### src/rtl/alu_pkg.sv
// alu_pkg: shared ALU opcodes, flag bit positions and sequencer state encoding.
package alu_pkg;
   localparam logic [3:0] ALU_ADD = 4'b0000;
   localparam logic [3:0] ALU_SUB = 4'b0001;
   localparam logic [3:0] ALU_MUL = 4'b0010;
   localparam logic [3:0] ALU_AND = 4'b0011;
   localparam logic [3:0] ALU_OR  = 4'b0100;
   localparam logic [3:0] ALU_XOR = 4'b0101;
   localparam logic [3:0] ALU_NOT = 4'b0110;
   localparam logic [3:0] ALU_NEG = 4'b0111;
   localparam logic [3:0] ALU_CMP = 4'b1000;
   localparam int FLAG_EQ = 0;
   localparam int FLAG_LT = 1;
   localparam int FLAG_GT = 2;
   typedef enum logic [1:0] {IDLE, READ, EXEC, WB} seq_state_t;
endpackage

### src/rtl/alu_sequencer_if.sv
// alu_sequencer_if: request handshake plus register-file and ALU buses of the sequencer.
interface alu_sequencer_if #(
   parameter int DATA_WIDTH     = 16,
   parameter int OPCODE_WIDTH   = 4,
   parameter int REG_ADDR_WIDTH = 3
);
   logic                      req_valid;
   logic                      req_ready;
   logic [OPCODE_WIDTH-1:0]   req_opcode;
   logic [REG_ADDR_WIDTH-1:0] req_rd;
   logic [REG_ADDR_WIDTH-1:0] req_ra;
   logic [REG_ADDR_WIDTH-1:0] req_rb;
   logic                      req_imm_sel;
   logic [DATA_WIDTH-1:0]     req_imm;
   logic [REG_ADDR_WIDTH-1:0] rf_ra_addr;
   logic [REG_ADDR_WIDTH-1:0] rf_rb_addr;
   logic [DATA_WIDTH-1:0]     rf_ra_data;
   logic [DATA_WIDTH-1:0]     rf_rb_data;
   logic                      rf_we;
   logic [REG_ADDR_WIDTH-1:0] rf_wa;
   logic [DATA_WIDTH-1:0]     rf_wd;
   logic [DATA_WIDTH-1:0]     alu_op_a;
   logic [DATA_WIDTH-1:0]     alu_op_b;
   logic [OPCODE_WIDTH-1:0]   alu_opcode;
   logic                      alu_active;
   logic [DATA_WIDTH-1:0]     alu_result;
   logic                      alu_equal;
   logic                      alu_less;
   logic                      alu_greater;
   // master is the sequencer; slave is the decode stage, register file and ALU around it
   modport master (
      input  req_valid, req_opcode, req_rd, req_ra, req_rb, req_imm_sel, req_imm,
      input  rf_ra_data, rf_rb_data, alu_result, alu_equal, alu_less, alu_greater,
      output req_ready, rf_ra_addr, rf_rb_addr, rf_we, rf_wa, rf_wd,
      output alu_op_a, alu_op_b, alu_opcode, alu_active
   );
   modport slave (
      output req_valid, req_opcode, req_rd, req_ra, req_rb, req_imm_sel, req_imm,
      output rf_ra_data, rf_rb_data, alu_result, alu_equal, alu_less, alu_greater,
      input  req_ready, rf_ra_addr, rf_rb_addr, rf_we, rf_wa, rf_wd,
      input  alu_op_a, alu_op_b, alu_opcode, alu_active
   );
endinterface

### src/rtl/alu_sequencer.sv
// alu_sequencer: fetches operands, strobes the ALU for one cycle and writes back or records compare flags.
module alu_sequencer
   import alu_pkg::*;
#(
   parameter int DATA_WIDTH     = 16,
   parameter int OPCODE_WIDTH   = 4,
   parameter int REG_ADDR_WIDTH = 3
) (
   input  logic                  clk,
   input  logic                  rst_n,
   alu_sequencer_if.master       bus,
   output logic [2:0]            cmp_flags,
   output logic                  done,
   output logic                  err,
   output logic [15:0]           retired_count
);
   seq_state_t                state;
   logic [OPCODE_WIDTH-1:0]   opc_q;
   logic [REG_ADDR_WIDTH-1:0] rd_q, ra_q, rb_q;
   logic                      imm_sel_q;
   logic [DATA_WIDTH-1:0]     imm_q, op_a_q, op_b_q, res_q;
   logic [2:0]                cmp_q, flags_now;
   logic                      legal, writes, is_cmp;
   assign legal  = opc_q <= OPCODE_WIDTH'(ALU_CMP);
   assign writes = opc_q <= OPCODE_WIDTH'(ALU_NEG);
   assign is_cmp = opc_q == OPCODE_WIDTH'(ALU_CMP);
   assign bus.req_ready  = state == IDLE;
   assign bus.rf_ra_addr = ra_q;
   assign bus.rf_rb_addr = rb_q;
   assign bus.rf_wa      = rd_q;
   assign bus.rf_wd      = res_q;
   assign bus.alu_op_a   = op_a_q;
   assign bus.alu_op_b   = op_b_q;
   assign bus.alu_opcode = opc_q;
   always_comb begin
      flags_now          = '0;
      flags_now[FLAG_EQ] = bus.alu_equal;
      flags_now[FLAG_LT] = bus.alu_less;
      flags_now[FLAG_GT] = bus.alu_greater;
   end
   // ALU flags were updated at the end of EXEC, so they are live during WB of a compare
   assign cmp_flags = (state == WB && is_cmp) ? flags_now : cmp_q;
   always_ff @(posedge clk or negedge rst_n) begin
      if (!rst_n) begin
         state          <= IDLE;
         opc_q          <= '0;
         rd_q           <= '0;
         ra_q           <= '0;
         rb_q           <= '0;
         imm_sel_q      <= 1'b0;
         imm_q          <= '0;
         op_a_q         <= '0;
         op_b_q         <= '0;
         res_q          <= '0;
         cmp_q          <= '0;
         retired_count  <= '0;
         bus.rf_we      <= 1'b0;
         bus.alu_active <= 1'b0;
         done           <= 1'b0;
         err            <= 1'b0;
      end else begin
         bus.rf_we      <= 1'b0;
         bus.alu_active <= 1'b0;
         done           <= 1'b0;
         err            <= 1'b0;
         case (state)
            IDLE: if (bus.req_valid) begin
               opc_q     <= bus.req_opcode;
               rd_q      <= bus.req_rd;
               ra_q      <= bus.req_ra;
               rb_q      <= bus.req_rb;
               imm_sel_q <= bus.req_imm_sel;
               imm_q     <= bus.req_imm;
               state     <= READ;
            end
            READ: begin
               op_a_q         <= bus.rf_ra_data;
               op_b_q         <= imm_sel_q ? imm_q : bus.rf_rb_data;
               bus.alu_active <= legal;
               state          <= EXEC;
            end
            EXEC: begin
               res_q     <= bus.alu_result;
               bus.rf_we <= writes;
               done      <= 1'b1;
               err       <= !legal;
               state     <= WB;
            end
            WB: begin
               cmp_q         <= cmp_flags;
               retired_count <= err ? retired_count : retired_count + 16'd1;
               state         <= IDLE;
            end
         endcase
      end
   end
endmodule

### src/flat_wrapper.sv
// flat-port wrapper written by rule: the top's interface ports become plain ports
module alu_sequencer_flat import alu_pkg::*;
#(
   parameter int DATA_WIDTH     = 16,
   parameter int OPCODE_WIDTH   = 4,
   parameter int REG_ADDR_WIDTH = 3
)
  (clk, rst_n, cmp_flags, done, err, retired_count, bus_req_valid, bus_req_opcode, bus_req_rd, bus_req_ra, bus_req_rb, bus_req_imm_sel, bus_req_imm, bus_rf_ra_data, bus_rf_rb_data, bus_alu_result, bus_alu_equal, bus_alu_less, bus_alu_greater, bus_req_ready, bus_rf_ra_addr, bus_rf_rb_addr, bus_rf_we, bus_rf_wa, bus_rf_wd, bus_alu_op_a, bus_alu_op_b, bus_alu_opcode, bus_alu_active);
  alu_sequencer_if #(.DATA_WIDTH(DATA_WIDTH), .OPCODE_WIDTH(OPCODE_WIDTH), .REG_ADDR_WIDTH(REG_ADDR_WIDTH)) bus_i ();
  input  logic clk;
  input  logic rst_n;
  output logic [2:0] cmp_flags;
  output logic done;
  output logic err;
  output logic [15:0] retired_count;
  input wire logic [$bits(bus_i.req_valid)-1:0] bus_req_valid;
  input wire logic [$bits(bus_i.req_opcode)-1:0] bus_req_opcode;
  input wire logic [$bits(bus_i.req_rd)-1:0] bus_req_rd;
  input wire logic [$bits(bus_i.req_ra)-1:0] bus_req_ra;
  input wire logic [$bits(bus_i.req_rb)-1:0] bus_req_rb;
  input wire logic [$bits(bus_i.req_imm_sel)-1:0] bus_req_imm_sel;
  input wire logic [$bits(bus_i.req_imm)-1:0] bus_req_imm;
  input wire logic [$bits(bus_i.rf_ra_data)-1:0] bus_rf_ra_data;
  input wire logic [$bits(bus_i.rf_rb_data)-1:0] bus_rf_rb_data;
  input wire logic [$bits(bus_i.alu_result)-1:0] bus_alu_result;
  input wire logic [$bits(bus_i.alu_equal)-1:0] bus_alu_equal;
  input wire logic [$bits(bus_i.alu_less)-1:0] bus_alu_less;
  input wire logic [$bits(bus_i.alu_greater)-1:0] bus_alu_greater;
  output wire logic [$bits(bus_i.req_ready)-1:0] bus_req_ready;
  output wire logic [$bits(bus_i.rf_ra_addr)-1:0] bus_rf_ra_addr;
  output wire logic [$bits(bus_i.rf_rb_addr)-1:0] bus_rf_rb_addr;
  output wire logic [$bits(bus_i.rf_we)-1:0] bus_rf_we;
  output wire logic [$bits(bus_i.rf_wa)-1:0] bus_rf_wa;
  output wire logic [$bits(bus_i.rf_wd)-1:0] bus_rf_wd;
  output wire logic [$bits(bus_i.alu_op_a)-1:0] bus_alu_op_a;
  output wire logic [$bits(bus_i.alu_op_b)-1:0] bus_alu_op_b;
  output wire logic [$bits(bus_i.alu_opcode)-1:0] bus_alu_opcode;
  output wire logic [$bits(bus_i.alu_active)-1:0] bus_alu_active;
  assign bus_i.req_valid = bus_req_valid;
  assign bus_i.req_opcode = bus_req_opcode;
  assign bus_i.req_rd = bus_req_rd;
  assign bus_i.req_ra = bus_req_ra;
  assign bus_i.req_rb = bus_req_rb;
  assign bus_i.req_imm_sel = bus_req_imm_sel;
  assign bus_i.req_imm = bus_req_imm;
  assign bus_i.rf_ra_data = bus_rf_ra_data;
  assign bus_i.rf_rb_data = bus_rf_rb_data;
  assign bus_i.alu_result = bus_alu_result;
  assign bus_i.alu_equal = bus_alu_equal;
  assign bus_i.alu_less = bus_alu_less;
  assign bus_i.alu_greater = bus_alu_greater;
  assign bus_req_ready = bus_i.req_ready;
  assign bus_rf_ra_addr = bus_i.rf_ra_addr;
  assign bus_rf_rb_addr = bus_i.rf_rb_addr;
  assign bus_rf_we = bus_i.rf_we;
  assign bus_rf_wa = bus_i.rf_wa;
  assign bus_rf_wd = bus_i.rf_wd;
  assign bus_alu_op_a = bus_i.alu_op_a;
  assign bus_alu_op_b = bus_i.alu_op_b;
  assign bus_alu_opcode = bus_i.alu_opcode;
  assign bus_alu_active = bus_i.alu_active;
  alu_sequencer #(.DATA_WIDTH(DATA_WIDTH), .OPCODE_WIDTH(OPCODE_WIDTH), .REG_ADDR_WIDTH(REG_ADDR_WIDTH)) u_core (.clk(clk), .rst_n(rst_n), .bus(bus_i), .cmp_flags(cmp_flags), .done(done), .err(err), .retired_count(retired_count));
endmodule
### config.mk
export PLATFORM = sky130hd
export DESIGN_NAME = alu_sequencer_flat
export DESIGN_NICKNAME = d
export VERILOG_FILES = /design/src/rtl/alu_pkg.sv /design/src/rtl/alu_sequencer_if.sv /design/src/rtl/alu_sequencer.sv /design/src/flat_wrapper.sv
export SDC_FILE = /design/constraint.sdc
export NUM_CORES = 1
export LEC_CHECK = 0
export ABC_AREA = 1
export BUFFER_PORTS_ARGS = -buffer_cell sky130_fd_sc_hd__buf_2
export CAP_MARGIN = 25
export CORE_ASPECT_RATIO = 1.4
export CORE_UTILIZATION = 48
export CTS_CLUSTER_DIAMETER = 30
export DETAILED_ROUTE_END_ITERATION = 10
export MAX_ROUTING_LAYER = met4
export PLACE_DENSITY = 0.79
export SYNTH_ARGS = -nofsm -noshare
export SYNTH_HDL_FRONTEND = slang
export SYNTH_SLANG_ARGS = --single-unit
export TNS_END_PERCENT = 5
### constraint.sdc
create_clock -name clk -period 1.8 [get_ports clk]
set_input_delay 0.09 -clock clk [delete_from_list [all_inputs] [get_ports clk]]
set_output_delay 0.09 -clock clk [all_outputs]
set_load 0.01 [all_outputs]
=== Yosys cells after proc, flatten, opt, wreduce, memory -nomap -nowiden ===
Index checks and enable logic that the tools add are counted.

* Register bits: 103
* Input bits: 84
* Output and inout port bits: 85
* Word-level logic and storage cells: 38

* $add $sub $neg: 1
* Order comparisons: 2
* Equality and inequality tests: 5
* Multiplexer cells: 8
* Bitwise operators: 1
* Reduce and logical (&&, ||, !) cells: 5

{| class="wikitable"
|+ Operators with widths
! kind !! number
|-
| $add A16 B1 Y16 const B || 1
|-
| $mux W16 || 1
|-
| $pmux W2 S4 || 1
|-
| $eq A2 B2 Y1 const B || 2
|-
| $eq A4 B4 Y1 const B || 1
|-
| $le A4 B3 Y1 const B || 1
|-
| $le A4 B4 Y1 const B || 1
|-
| $mux W1 || 4
|-
| $reduce_and A2 Y1 || 2
|-
| $mux W3 || 1
|-
| $eq A2 B1 Y1 const B || 1
|-
| $logic_not A2 Y1 || 1
|-
| $mux W2 || 1
|-
| $ne A2 B2 Y1 const B || 1
|-
| $logic_and A1 B1 Y1 || 1
|-
| $logic_not A1 Y1 || 1
|-
| $not A1 Y1 || 1
|}

=== Logic depth before layout (Yosys ltp) ===
Gate-level depths: netlist (run 1).

* Word-level depth: 3
* Mapped depth: 8
* Mapped depth without buffers: 8

=== Worst setup path after synthesis (run 1) ===
Ideal clock, no wire load.

* Path kind: register to register
* Start point: register u_core.state[0]
* End point: register u_core.imm_q[13]
* Library setup time: 0.125 ns
* Arrival: 1.340 ns
* Data required time: 1.675 ns
* Path slack: 0.336 ns
* Stages on the path, launching flop included: 6
* Path buffers: 1
* Period minus slack after synthesis: 1.464 ns
* Cells stage by stage: dfrtp_1 inv_1 ha_1 nand2_2 buf_2 mux2_2

* Longest elaborated chain between the ends: 2

{| class="wikitable"
|+ Ends and longest elaborated chain
! element !! line !! text
|-
| start: declaration || alu_sequencer.sv:17 || <nowiki>seq_state_t state;</nowiki>
|-
| start signal: assignment || alu_sequencer.sv:45 || <nowiki>state <= IDLE;</nowiki>
|-
| start signal: assignment || alu_sequencer.sv:74 || <nowiki>state <= READ;</nowiki>
|-
| start signal: assignment || alu_sequencer.sv:80 || <nowiki>state <= EXEC;</nowiki>
|-
| $logic_not A2 Y1 || - ||
|-
| named net bus_req_ready || flat_wrapper.sv:29 || <nowiki>output wire logic [$bits(bus_i.req_ready)-1:0] bus_req_ready;</nowiki>
|-
| $reduce_and A2 Y1 (no source line) || - ||
|-
| end signal: assignment || alu_sequencer.sv:73 || <nowiki>imm_q <= bus.req_imm;</nowiki>
|-
| end: declaration || alu_sequencer.sv:21 || <nowiki>logic [DATA_WIDTH-1:0] imm_q, op_a_q, op_b_q, res_q;</nowiki>
|}

The timed path passes the listed nets, and every way through them passes these cells.
A chain may end at the register's enable or synchronous reset.

=== Final worst setup path (run 1) ===
* Start point: register u_core.opc_q[3], in the netlist u_core.bus.alu_opcode[3]
* End point: output cmp_flags[2]

* Longest elaborated chain between the ends: 3

{| class="wikitable"
|+ Ends and longest elaborated chain
! element !! line !! text
|-
| start: declaration || alu_sequencer.sv:18 || <nowiki>logic [OPCODE_WIDTH-1:0] opc_q;</nowiki>
|-
| start signal: assignment || alu_sequencer.sv:68 || <nowiki>opc_q <= bus.req_opcode;</nowiki>
|-
| $eq A4 B4 Y1 || alu_sequencer.sv:26 || <nowiki>assign is_cmp = opc_q == OPCODE_WIDTH'(ALU_CMP);</nowiki>
|-
| $logic_and A1 B1 Y1 || alu_sequencer.sv:42 || <nowiki>assign cmp_flags = (state == WB && is_cmp) ? flags_now : cmp_q;</nowiki>
|-
| $mux W3 || alu_sequencer.sv:42 ||
|-
| end: declaration || flat_wrapper.sv:12 || <nowiki>output logic [2:0] cmp_flags;</nowiki>
|}

Every way passes these cells.

==> results of run 1 <==
## routing by layer
layer	GRT usage (%)	vias to the layer above	wire (microns)
li1	-	1756	-
met1	29.0	1803	4400
met2	45.9	140	6000
met3	3.79	43	493
met4	17.6	0	554
met5	-	-	0
## final cells by class
type	count	area, sq um	area share, %
sequential	103	2580	41.3
timing repair buffer	248	1660	26.6
multi-input combinational	257	1510	24.2
clock buffer	9	225	3.61
tap	105	131	2.11
inverter	18	67.6	1.08
clock inverter	6	62.6	1.00
antenna	1	2.50	0.0401
## metrics by stage
stage	instances	util (%)	hold slack [ns]	worst slack [ns]	TNS (ns)
global placement	661	61.2	0.0599	0.276	0
finish	747	72.9	0.0101	0.0477	0
global route	747	72.9	0.00982	-0.0129	-0.0302
floorplan	392	-	-0.206	0.336	0
CTS	745	72.7	0.000224	0.0887	0
detailed placement	661	61.2	0.0672	0.199	0
## registers in the layout, summed over array words and instances, names as in the netlist
| register | flops |
|---|---|
| u_core.bus.alu_active | 1 |
| u_core.bus.alu_op_a | 16 |
| u_core.bus.alu_op_b | 16 |
| u_core.bus.alu_opcode | 4 |
| u_core.bus.rf_ra_addr | 3 |
| u_core.bus.rf_rb_addr | 3 |
| u_core.bus.rf_wa | 3 |
| u_core.bus.rf_wd | 16 |
| u_core.bus.rf_we | 1 |
| u_core.cmp_q | 3 |
| u_core.done | 1 |
| u_core.err | 1 |
| u_core.imm_q | 16 |
| u_core.imm_sel_q | 1 |
| u_core.retired_count | 16 |
| u_core.state | 2 |
## where the power goes
group	internal [W]	switching [W]	total, W	leakage (nW)
Sequential	0.00336	0.000625	0.00399	1.24
Combinational	0.00183	0.00212	0.00395	1.78
Clock	0.00107	0.000830	0.00190	0.145
Total	0.00626	0.00358	0.00984	3.16
## how the worst min path moves through the flow
stage,startpoint,end,slack (ns),depth (start not counted)
after floorplan,rst_n,u_core.bus.alu_active,-0.21,0
after global placement,rst_n,u_core.bus.rf_wd[5],0.06,1
after detailed placement,rst_n,u_core.bus.rf_wd[5],0.07,1
after CTS,bus_rf_rb_data[7],u_core.bus.alu_op_b[7],0.0002,3
after global routing,bus_req_imm[5],u_core.imm_q[5],0.01,2
final,bus_rf_rb_data[6],u_core.bus.alu_op_b[6],0.01,3
## repair_timing
action / 4_1_cts / 5_1_grt
setup buffers: 0 / 0
hold endpoints to repair: 99 / 1
hold buffers: 69 / 1
endpoints found under the setup margin: 0 / 3
gates resized for setup: 0 / 1
## layout by cell type, fill, tap and decap left out, types with 3 or more instances in the layout
cell and instances:
xor2_1 5, dlygate4sd3_1 70, inv_1 16, ha_1 4
nand2_2 3, dfrtp_1 103, a21oi_1 5, a31oi_1 16
buf_2 167, nand2_1 117, nor2_1 35, clkinv_2 3
nand3_1 5, nor2_2 3, mux2_2 42, clkbuf_16 9
buf_4 8, nand4_1 4, o21ai_0 3, buf_12 3
xnor2_1 7
## worst min-delay path: stages
cell and delay (ns):
buf_2 0.09, nand2_1 0.05, a31oi_1 0.07
## cells by family after synthesis
group / after synthesis / share of synthesized area [%]
AND/OR/NAND/NOR: 171 / 16.6
flip-flops: 103 / 60.9
multiplexers: 42 / 11.2
buffers and inverters: 32 / 3.43
AO/OA/AOI/OAI: 27 / 3.85
XOR/XNOR: 12 / 2.49
adder cells (fa/ha/maj): 5 / 1.48
==> summary.txt, run 1 <==
Timing
  – Unrepaired setup endpoints after global routing: true
  – Layout Skew: 0.00951 ns
  – Max Slew Vio Count: 0
  – Worst slew pin tran: 0.571 ns
  – Hold Vio Cnt, Final: 0
  – Min Clock Period, post-route: 1.75 ns
  – Max Clk Rate: 0.571 GHz
  – Tcrit/Tclk final: 97.3%
  – Rel. slew slack: 61.9%
  – Final setup fails: 0

Placed design
  – Dpl hpwl: 7160 microns
  – DP Area: 5240 sq um
  – Final GP Congestion: 0.816
  – Port Buffers: 168

Setup path
  – CP Launch Type: flop
  – Worst setup path start: u_core.bus.alu_opcode[3]
  – Register-to-register path setup slack: 0.14 ns
  – CP top delay family: flip-flops
  – Max Fanout on Critical Path: 6
  – Crit path cell chain: nand4_1, o21ai_0, nand2_1, buf_2
  – CP arrival: 1.66 ns
  – Crit path to: cmp_flags[2]
  – CP peak stage delay: 0.48 ns
  – Worst r2r src: u_core.state[1]
  – R2r worst-path depth: 5
  – CP endpoint kind: output port
  – CP bufs+invs: 1
  – Crit path max-delay cell type: dfrtp_1
  – Kind of critical path: flop to output port
  – Reg-to-Reg End: u_core.bus.alu_op_b[13]
  – Crit path depth: 4
  – Worst Path Required: 1.71 ns

GRT
  – First-pass GRT wire length: 18000 microns
  – Largest net degree at the start of global routing: 44
  – Initial antenna violation count: 1
  – Vias in the first global route: 3893
  – Total GRT Usage: 27.2%
  – Grt ovf: 0

Synthesis
  – Yosys top cell area share: 60.9%
  – Post-Syn Area: 4230 sq um
  – Largest area contributor in the netlist: dfrtp_1
  – Share of async-settable or async-resettable flops after synthesis: 100%
  – Sequential element share of the synthesized area: 60.9%
  – Syn Area/Cell: 10.8 sq um
  – Top-count cell post-synth: nand2_1
  – Warnings from Yosys: 0
  – Yosys cell types: 25
  – FF+latch count, synth: 103
  – Post-synth EDFFs: 0
  – Post-Syn Instances: 392
  – Synth top area cells: dfrtp_1 61%, mux2_2 11%, nand2_1 10%, nor2_1 3.2%, a31oi_1 2.4%
  – Post-Syn Nets: 481
  – Most frequent cells after synthesis: 117 x nand2_1, 103 x dfrtp_1, 42 x mux2_2, 36 x nor2_1
  – Synth Flop Type: dfrtp_1

Final layout
  – Nets: 726
  – Finished Cell Area: 6230 sq um
  – Area delta synth->final: 47.4%
  – Fillers: 592
  – Share of cells above drive strength 1: 38.4%

Clock network
  – Clk sinks: 103
  – Clock Path Buffers: 2
  – Cts bufs inserted: 9
  – Clk_lat worst skew: 0.34 ns
  – H-Tree Depth: 3
  – CTS root buf: clkbuf_16
  – CTS tree: done
  – Clock transition at path regs: 0.07 ns

Power
  – Leakage power: 3.16 nW
  – Total Power: 0.00984 W
  – Peak supply drop: 0.000923 V
  – Cell area power density: 1580 nW/um^2

Floorplan
  – CORE AREA: 8560 sq um
  – Initial cell density of the core: 49.4%
  – Die area: 9200 sq um
  – Chip Width: 81.3 microns
  – # rows: 40
  – I/O Pins: 169
  – Die Height: 113 microns

Route
  – First DRT Iteration DRCs: 242
  – Routed WL: 11500 microns
  – TritonRoute pass-1 iters: 4
  – Via count: 3742
  – Via density: 5.01
  – WL/cell: 15.3 microns
  – DRC viols: 0
  – Final ANT Viol Nets: 0

Run status
  – Status: finished clean

Hold path
  – Min-delay worst type: input port to flop

Job
  – Max Cap Violations: 0
(Power assumes the default switching activity.)
==> run 2: changes to the inputs <==
- HOLD_SLACK_MARGIN: default -> 0.1
==> summary.txt, run 2 (synthesis results as in run 1) <==
Setup path
  – Max Fanout on Critical Path: 6 (unchanged)
  – Crit path max-delay cell type: dfrtp_1
  – CP endpoint kind: output port
  – CP peak stage delay: 0.49 ns (about the same)
  – Crit path cell chain: nand4_1, o21ai_0, nand2_1, buf_2
  – CP Launch Type: flop
  – CP arrival: 1.64 ns (-0.02 ns)
  – Kind of critical path: flop to output port
  – Worst Path Required: 1.71 ns (about the same)

GRT
  – Initial antenna violation count: 2 (+1)
  – Vias in the first global route: 3949 (+1.4%)
  – First-pass GRT wire length: 18700 microns (+3.7%)
  – Largest net degree at the start of global routing: 44 (unchanged)
  – Grt ovf: 0 (unchanged)
  – Total GRT Usage: 28.3% (+1.1 points)

Hold path
  – Min-delay worst type: input port to async pin

Clock network
  – Clk_lat worst skew: 0.34 ns (about the same)
  – Clock Path Buffers: 2 (unchanged)
  – CTS tree: done
  – Cts bufs inserted: 9 (unchanged)
  – Clock transition at path regs: 0.07 ns (about the same)
  – Clk sinks: 103 (unchanged)
  – H-Tree Depth: 3 (unchanged)
  – CTS root buf: clkbuf_16

Final layout
  – Fillers: 569 (-3.9%)
  – Share of cells above drive strength 1: 37.7% (-0.67 points)
  – Sequential standard cell area: 2580 sq um (unchanged)
  – Nets: 740 (+1.9%)
  – Multi-input gate area: 1510 sq um (unchanged)
  – Area delta synth->final: 50.7%
  – Commonest cells after routing, fill and taps aside: 167 x buf_2, 117 x nand2_1, 103 x dfrtp_1
  – Most common cell after layout, fill and taps aside: buf_2
  – Finished Cell Area: 6370 sq um (+2.2%)
  – Final non-filler cell total: 762 (+2.0%)

Timing
  – Max Slew Vio Count: 0 (unchanged)
  – Layout Skew: 0.00699 ns (-0.00251 ns)
  – Min Clock Period, post-route: 1.73 ns (-0.0264 ns)
  – Worst slew pin tran: 0.579 ns (+0.00807 ns)
  – Final setup fails: 0 (unchanged)
  – Setup TNS Final: 0 ns (unchanged)
  – Max Clk Rate: 0.579 GHz (+1.5%)
  – Unrepaired setup endpoints after global routing: false
  – Tcrit/Tclk final: 95.9% (-1.5 points)
  – Hold Vio Cnt, Final: 0 (unchanged)
  – Final WS setup: 0.0741 ns (+0.0264 ns)
  – Rel. slew slack: 61.4% (-0.54 points)

Route
  – DRC viols: 0 (unchanged)
  – TritonRoute pass-1 iters: 4 (unchanged)
  – Via count: 3851 (+2.9%)
  – Routed WL: 12000 microns (+4.5%)
  – Final ANT Viol Nets: 0 (unchanged)
  – First DRT Iteration DRCs: 222 (-8.3%)
  – Via density: 5.05 (+0.89%)
  – WL/cell: 15.7 microns (+2.4%)

Placed design
  – Final GP Congestion: 0.816 (unchanged)
  – Pre-CTS WS: 0.199 ns (unchanged)
  – DP Area: 5240 sq um (unchanged)
  – Port Buffers: 168 (unchanged)
  – Post-Place Cells: 661 (unchanged)
  – Dpl hpwl: 7160 microns (unchanged)

Power
  – Internal Power: 0.00628 W (+0.35%)
  – Peak supply drop: 0.000961 V (+4.1%)
  – Combinational group share of total power: 40.4% (+0.2 points)
  – Switch share: 36.6% (+0.24 points)
  – Total Power: 0.00991 W (+0.73%)
  – Sw Pwr: 0.00363 W (+1.4%)
  – Leakage power: 3.22 nW (+1.8%)
  – Clock network power share: 19.1% (-0.2 points)
  – Reg power frac: 40.5% (about the same)
  – Cell area power density: 1550 nW/um^2 (-1.5%)

Floorplan
  – I/O Pins: 169 (unchanged)
  – Die Height: 113 microns (unchanged)
  – CORE AREA: 8560 sq um (unchanged)
  – Initial cell density of the core: 49.4% (unchanged)
  – Chip Width: 81.3 microns (unchanged)
  – # rows: 40 (unchanged)
  – Die area: 9200 sq um (unchanged)

Job
  – Max Cap Violations: 0 (unchanged)

Run status
  – Status: finished clean
==> run 2: final timing paths <==
check,startpoint,endpoint,slack (ns),cells after the start
setup / recovery,u_core.bus.alu_opcode[3],cmp_flags[2],0.07,4
hold / removal,rst_n,u_core.bus.rf_wd[5],0.23,2
setup reg to reg,u_core.state[1],u_core.bus.alu_op_b[0],0.17,5
hold reg to reg,u_core.bus.rf_wd[1],u_core.bus.rf_wd[1],0.47,2
max in group asynchronous,rst_n,u_core.bus.alu_op_b[7],0.96,3
min in group clk,u_core.bus.rf_wd[1],u_core.bus.rf_wd[1],0.47,2
==> run 2: cell type report <==
cell class,count,area share [%]
Clock inverter,6,0.981
Tap cell,105,2.06
Antenna cell,2,0.0785
Clock buffer,9,3.53
Inverter,18,1.06
Timing Repair Buffer,262,28.1
Sequential cell,103,40.4
Multi-Input combinational cell,257,23.7
==> run 2: routing by layer <==
| layer | global-route usage [%] | share of wire (%) | up-vias |
|---|---|---|---|
| li1 | - | - | 1786 |
| met4 | 20.5 | 5.6 | 0 |
| met2 | 46.8 | 53 | 159 |
| met3 | 4.44 | 4.5 | 51 |
| met5 | - | 0 | - |
| met1 | 29.9 | 37 | 1855 |
==> run 2: what timing repair did <==
action	CTS	global route
hold endpoints to repair	113	0
endpoints found under the setup margin	0	3
resized for setup	0	2
buffers inserted	0	1
hold buffers	83	0
==> run 2: per-stage QoR <==
step | util [%] | hold WS, ns
finish | 74.5 | 0.234
global route | 74.5 | 0.261
CTS | 74.3 | 0.242
detailed placement | 61.2 | 0.0672
global placement | 61.2 | 0.0599
floorplan | - | -0.206
==> run 2: worst max-delay path: cells and delay by family, from the launching register on <==
| kind | cells | cell delay, ns |
|---|---|---|
| AND/OR/NAND/NOR | 2 | 0.34 |
| buffers and inverters | 1 | 0.14 |
| flip-flops | 1 | 0.49 |
| AO/OA/AOI/OAI | 1 | 0.32 |
==> run 2: power groups by stage <==
stage                     Sequential, W  Clock [W]  Combinational, W
after global routing            0.00410    0.00201           0.00441
after floorplan                 0.00427          0           0.00195
after global placement          0.00394          0           0.00363
after detailed placement        0.00399          0           0.00379
final                           0.00401    0.00189           0.00400
after CTS                       0.00396    0.00192           0.00393
==> run 3: changes to the inputs <==
==> constraint.sdc (replaced) <==
create_clock -name clk -period 1.8 [get_ports clk]
set_input_delay 0.18 -clock clk [delete_from_list [all_inputs] [get_ports clk]]
set_output_delay 0.18 -clock clk [all_outputs]
set_load 0.01 [all_outputs]
==> summary.txt, run 3 (synthesis results as in run 1) <==
Run status
  – Status: finished clean

Clock network
  – Clk sinks: 103 (unchanged)
  – Clock Path Buffers: 2 (unchanged)
  – Cts bufs inserted: 9 (unchanged)
  – Clk_lat worst skew: 0.34 ns (about the same)
  – Clock transition at path regs: 0.07 ns (about the same)
  – CTS tree: done
  – CTS root buf: clkbuf_16
  – H-Tree Depth: 3 (unchanged)

Timing
  – Hold Vio Cnt, Final: 0 (unchanged)
  – Min Clock Period, post-route: 1.74 ns (+0.0150 ns)
  – Layout Skew: 0.00491 ns (-0.00209 ns)
  – Setup TNS Final: 0 ns (unchanged)
  – Hold WS: 0.108 ns (-0.126 ns)
  – Final setup fails: 0 (unchanged)
  – Worst slew pin tran: 0.565 ns (-0.0140 ns)
  – Max Clk Rate: 0.574 GHz (-0.86%)
  – Max Slew Vio Count: 0 (unchanged)
  – Tcrit/Tclk final: 96.7% (+0.84 points)
  – Rel. slew slack: 62.3% (+0.93 points)

Route
  – Final ANT Viol Nets: 0 (unchanged)
  – Via density: 5.04 (-0.22%)
  – DRC viols: 0 (unchanged)
  – TritonRoute pass-1 iters: 4 (unchanged)
  – Routed WL: 11400 microns (-4.8%)
  – WL/cell: 15.2 microns (-3.2%)
  – First DRT Iteration DRCs: 256 (+15%)
  – Via count: 3782 (-1.8%)

Final layout
  – # diodes: 0 (-2)
  – Share of cells above drive strength 1: 37.8% (+0.12 points)
  – Final core utilization: 73.1% (-1.4 points)
  – Nets: 731 (-1.2%)
  – Most common cell after layout, fill and taps aside: buf_2
  – Commonest cells after routing, fill and taps aside: 167 x buf_2, 117 x nand2_1, 103 x dfrtp_1
  – Area delta synth->final: 47.9%

Setup path
  – Kind of critical path: flop to output port
  – Worst r2r src: u_core.state[1]
  – Register-to-register path setup slack: 0.17 ns (about the same)
  – CP endpoint kind: output port
  – R2r worst-path depth: 5 (unchanged)
  – Worst Path Required: 1.62 ns (-0.09 ns)
  – CP arrival: 1.56 ns (-0.08 ns)
  – Crit path to: cmp_flags[1]
  – Reg-to-Reg End: u_core.bus.alu_op_b[5]
  – Worst setup path start: u_core.bus.alu_opcode[1]
  – CP Launch Type: flop
  – Max Fanout on Critical Path: 5 (-1)

Hold path
  – Min-delay worst type: input port to flop

Power
  – Switch share: 36.7% (+0.11 points)
  – Internal Power: 0.00612 W (-2.5%)
  – Clock network power share: 17.7% (-1.4 points)
  – Sw Pwr: 0.00355 W (-2.1%)
  – Peak supply drop: 0.000966 V (+0.56%)
  – Cell area power density: 1550 nW/um^2 (-0.45%)
  – Leakage power: 3.15 nW (-2.0%)
  – Reg power frac: 40.9% (+0.4 points)
  – Combinational group share of total power: 41.4% (+1.0 points)

Floorplan
  – Die area: 9200 sq um (unchanged)
  – I/O Pins: 169 (unchanged)
  – Die Height: 113 microns (unchanged)
  – CORE AREA: 8560 sq um (unchanged)
  – # rows: 40 (unchanged)
  – Initial cell density of the core: 49.4% (unchanged)
  – Chip Width: 81.3 microns (unchanged)

Placed design
  – Dpl hpwl: 6880 microns (-3.9%)
  – Final GP Congestion: 0.825 (+1.1%)
  – Port Buffers: 168 (unchanged)

GRT
  – Grt ovf: 0 (unchanged)
  – Initial antenna violation count: 0 (-2)
  – Vias in the first global route: 3880 (-1.7%)
  – Largest net degree at the start of global routing: 104 (+140%)
  – Total GRT Usage: 27.2% (-1.1 points)
  – First-pass GRT wire length: 18100 microns (-3.4%)

Job
  – Max Cap Violations: 0 (unchanged)
[run 3: power groups by stage]
| stage | Combinational [W] | Sequential, W | Clock (W) |
|---|---|---|---|
| after floorplan | 0.00195 | 0.00427 | 0 |
| after global placement | 0.00364 | 0.00392 | 0 |
| after detailed placement | 0.00380 | 0.00397 | 0 |
| after CTS | 0.00393 | 0.00393 | 0.00176 |
| after global routing | 0.00441 | 0.00407 | 0.00184 |
| final | 0.00401 | 0.00396 | 0.00171 |
[run 3: through the flow]
step	setup WS (ns)	instances	instance area (sq um)	total power, W
6_report	0.0591	750	6250	0.00968
2_1_floorplan	0.336	392	4230	0.00622
5_1_grt	-0.0139	750	6250	0.0103
3_5_place_dp	0.249	659	5230	0.00776
4_1_cts	0.0176	749	6240	0.00962
3_3_place_gp	0.320	659	5230	0.00757
[run 3: critical path, cell delays in order, from the launching register on]
cell	delay, ns
dfrtp_1	0.38
inv_1	0.07
nand4_1	0.23
o21ai_0	0.30
nand2_1	0.09
buf_2	0.15
[run 3: layout make-up]
class	instances	area (sq um)
sequential	103	2580
fill	581	2300
timing repair buffer	253	1710
multi-input combinational	257	1510
clock buffer	10	229
tap	105	131
inverter	18	67.6
clock inverter	4	25.0
[run 3: metal layers]
| layer | vias to the layer above | global-route usage [%] | routed length [microns] |
|---|---|---|---|
| li1 | 1764 | - | - |
| met1 | 1814 | 29.3 | 4210 |
| met2 | 161 | 45.9 | 6160 |
| met3 | 43 | 3.15 | 505 |
| met4 | 0 | 18.2 | 530 |
| met5 | - | - | 0 |
[run 3: worst min path at each step]
stage | start | end | slack, ns | cells after the start
3_3_place_gp | rst_n | u_core.bus.rf_wd[5] | 0.28 | 2
2_1_floorplan | rst_n | u_core.bus.alu_active | -0.12 | 0
6_report | bus_req_opcode[0] | u_core.bus.alu_opcode[0] | 0.11 | 3
3_5_place_dp | rst_n | u_core.bus.rf_wd[0] | 0.29 | 2
5_1_grt | bus_rf_rb_data[0] | u_core.bus.alu_op_b[0] | 0.11 | 3
4_1_cts | bus_rf_rb_data[5] | u_core.bus.alu_op_b[5] | 0.10 | 3
[run 3: timing repair]
| action | CTS | global route |
|---|---|---|
| endpoints found under the setup margin | 0 | 3 |
| setup buffers | 0 | 1 |
| resized for setup | 0 | 4 |
| endpoints found under the hold margin | 178 | 0 |
| hold buffers | 76 | 0 |
